==> src/rtl/fa_rca.sv <==
// Registered N-bit ripple-carry adder: {carry,sum} = a + b + cin, one cycle of latency.
// The combinational datapath is a generate-built chain of 1-bit full-adder cells.

module fa_cell (
    input  logic a,
    input  logic b,
    input  logic ci,
    output logic s_c,
    output logic co_c
);
    logic p;

    // Propagate term shared by the sum and the carry.
    assign p    = a ^ b;
    assign s_c  = p ^ ci;
    assign co_c = (a & b) | (ci & p);
endmodule

module fa_rca #(
    parameter int unsigned N = 4
) (
    input  logic         clk,
    input  logic         rst_n,
    input  logic         in_valid,
    input  logic [N-1:0] a,
    input  logic [N-1:0] b,
    input  logic         cin,
    output logic         out_valid,
    output logic [N-1:0] sum,
    output logic         carry
);
    logic [N:0]   c;
    logic [N-1:0] s;

    assign c[0] = cin;

    // Carry ripples from bit 0 upward; no lookahead.
    for (genvar i = 0; i < int'(N); i++) begin : g_cell
        fa_cell u_cell (
            .a    (a[i]),
            .b    (b[i]),
            .ci   (c[i]),
            .s_c  (s[i]),
            .co_c (c[i+1])
        );
    end

    // Result register: loads on in_valid, otherwise holds while out_valid drops.
    always_ff @(posedge clk or negedge rst_n) begin
        if (!rst_n) begin
            sum       <= '0;
            carry     <= 1'b0;
            out_valid <= 1'b0;
        end else begin
            out_valid <= in_valid;
            if (in_valid) begin
                sum   <= s;
                carry <= c[N];
            end
        end
    end
endmodule

==> config.mk <==
export PLATFORM = sky130hd
export DESIGN_NAME = fa_rca
export DESIGN_NICKNAME = d
export VERILOG_FILES = /design/src/rtl/fa_rca.sv
export SDC_FILE = /design/constraint.sdc
export NUM_CORES = 1
export LEC_CHECK = 0
export ABC_AREA = 1
export CORE_AREA = 2 2 39 41
export CTS_BUF_LIST = sky130_fd_sc_hd__clkbuf_2 sky130_fd_sc_hd__clkbuf_4 sky130_fd_sc_hd__clkbuf_8
export DETAILED_ROUTE_END_ITERATION = 8
export DIE_AREA = 0 0 41 43
export PLACE_DENSITY_LB_ADDON = 0.1
export SLEW_MARGIN = 20
export SYNTH_ARGS = -nofsm -noshare
export SYNTH_HDL_FRONTEND = slang
export SYNTH_HIERARCHICAL = 1
export SYNTH_SLANG_ARGS = --single-unit
==> constraint.sdc <==
create_clock -name clk -period 0.8 [get_ports clk]
set_input_delay 0.08 -clock clk [delete_from_list [all_inputs] [get_ports clk]]
set_output_delay 0.08 -clock clk [all_outputs]
set_load 0.005 [all_outputs]
==> impl_metrics.tcl <==
set metrics [dict create \
    status "complete, but fails checks" \
    violations "negative setup slack" \
    io_buffers 17 \
    drtIter0Drc 6 \
    cpPeakStageDelay_ns 0.45 \
    p_switching_mw 0.210 \
    overflow 0 \
    gp_congestion 0.609 \
    grt_pass1_wl_um 959 \
    vias 259 \
    leakagePower_nw 0.262 \
    via_per_inst 3.81 \
    die_x_um 41 \
    finalWirelength_um 578 \
    crit_chain "buf_6 -> fa_2 -> fa_2 -> fa_2 -> fa_1 -> nand2_1 -> nand2_1" \
    power_frac_seq 0.414 \
    fin_area_um2 515 \
    ys_types 4 \
    clk_latency_ns 0.23 \
    fill_cells 153 \
    dr.pass1.iters 3 \
    crit_slowest_cell "fa_1" \
    min_period_over_period 2.10 \
    arrival_ns 1.81 \
    synth-async-reset-ratio 1.00 \
    synth-seq-cells 6 \
    max_slew_margin 0.821 \
    io_pins 18 \
    switching_share 0.238 \
    synthMostInstantiatedCell "nand2_1" \
    seqCellArea_um2 150 \
    grt_util_all_layers 0.0897 \
    synth_edf_count 0 \
    synth_top_area_frac 0.517 \
    yosysWarnings 6 \
    grt_pass1_vias 264 \
    cp-end-kind "flip-flop" \
    clock_skew_ns 0 \
    hold_violations 0 \
    drv_slew 0 \
    num_rows 14 \
    setup_viol 9 \
    worst_pin_slew_ns 0.267 \
    critPathKind "in -> reg" \
    dpl_cell_area_um2 518 \
    avgSynthCellArea_um2 11.2 \
    start_util 0.210 \
    synth_common_cells "nand2_1, dfrtp_1, fa_1" \
    crit_fanout 1 \
    cts_tree "yes" \
    synthCells 26 \
    setup_slack_ns -0.882 \
    ir_drop_mv 0.422 \
    total_power_mw 0.884 \
    wl_per_cell_um 8.50 \
    cp_common_cell "fa_2" \
    yosysTopAreaCell "dfrtp_1" \
    cts.clk_slew.worst_paths_ns 0.04 \
    nets 70 \
    yosysSeqAreaShare 0.517 \
    grt_max_degree 7 \
    p_int_mw 0.674 \
    hp-class "in -> async" \
    areaGrowthSynthToFinish_pct 77.6 \
    ctsHoldBuffers 0 \
    critPathRequiredTime_ns 0.93 \
    crit_buf_inv 1 \
    combPwrFrac 0.287 \
    final_core_util 0.373 \
    die_h_um 43 \
    drc 0 \
    multiInputGateArea_um2 144 \
    drive_above_1_share 0.423 \
    cap_violations 0 \
    startpoint_type "input pin" \
    netlist_area_um2 290 \
    die_area_um2 1760 \
    min_period_ns 1.68 \
    p_clk_frac 0.298 \
    root_buffer "clkbuf_4" \
    cts_buffers 3 \
    clock.fmax_mhz 595 \
    crit_family "adder cells" \
    drtAntennaViolNets 0 \
    n_antenna_cell 0 \
    yosys_most_used_dff "dfrtp_1" \
    synth_area_leaders "dfrtp_1, fa_1, nand2_1, inv_2" \
    ctsLongestPathBuffers 2 \
    htree_num_levels 1 \
    synth_nets 42 \
    core_um2 1380 \
    rsz0062_at_grt "yes" \
    antenna_found_initial 0 \
    cts_num_sinks 6 \
    cellPowerDensity_nw_per_um2 1710 \
]
-- worst paths after layout --
| kind | to | startpoint | cells after the start | slack, ns |
|---|---|---|---|---|
| worst max-delay path | sum[3] | cin | 7 | -0.88 |
| worst min-delay path | sum[0] | rst_n | 1 | 0.08 |
| worst max register to register | sum[2] | sum[2] | 4 | -0.01 |
| worst min register to register | carry | carry | 2 | 0.47 |
| max in group asynchronous | out_valid | rst_n | 1 | 0.51 |
| min in group clk | sum[0] | cin | 4 | 0.23 |
-- registers in the layout (all words and copies together), names as in the netlist --
name       cells
carry          1
out_valid      1
sum            4
-- kinds of logic after synthesis --
logic type | count (synthesis) | share of synthesized area
flops | 6 | 0.517
buf+inv | 1 | 0.0129
simple gates | 15 | 0.194
fa+ha+maj | 4 | 0.276
-- metal layers --
metal / track usage / vias to the layer above / share of wire
met3: 0.0314 / 2 / 0.081
met4: 0.120 / 0 / 0.033
met1: 0.0811 / 114 / 0.36
met2: 0.125 / 12 / 0.52
met5: 0 / - / 0
li1: - / 131 / -
-- timing repair --
| item | CTS | global route |
|---|---|---|
| buffers inserted | 3 | 0 |
| pin swaps | 8 | 1 |
| hold endpoints to repair | 0 | 0 |
| setup endpoints to repair | 11 | 10 |
| gates resized for setup | 38 | 0 |
-- power groups by stage --
stage                     Combinational (mW)  Clock (mW)  Sequential (mW)
after floorplan                       0.0703           0            0.378
after global placement                 0.277           0            0.372
after detailed placement               0.280           0            0.374
after CTS                              0.262       0.281            0.366
after global routing                   0.293       0.285            0.369
final                                  0.254       0.264            0.366
-- layout by cell type, fill, tap and decap left out --
cell type,instances
fa_1,1
clkdlybuf4s50_1,7
nand2_1,15
inv_2,1
buf_4,6
fa_2,3
buf_2,8
dlygate4sd2_1,1
clkbuf_4,3
dfrtp_1,6
buf_6,1
-- stage by stage --
| stage | std cells | TNS, ns | hold WS (ns) | setup slack [ns] |
|---|---|---|---|---|
| 2_1_floorplan | 26 | -2.94 | -0.216 | -1.00 |
| 3_3_place_gp | 63 | -5.96 | 0.330 | -1.50 |
| 3_5_place_dp | 63 | -6.05 | 0.339 | -1.51 |
| 4_1_cts | 68 | -2.61 | 0.0809 | -0.912 |
| 5_1_grt | 68 | -2.79 | 0.106 | -0.940 |
| 6_report | 68 | -2.48 | 0.0801 | -0.882 |
-- area by class of cell --
class / count / area share
tap: 16 / 0.0388
clock buffer: 3 / 0.0437
multi-input combinational: 19 / 0.279
timing repair buffer: 23 / 0.340
inverter: 1 / 0.00728
sequential: 6 / 0.291
No activity file was read; power rests on OpenSTA's default activity.
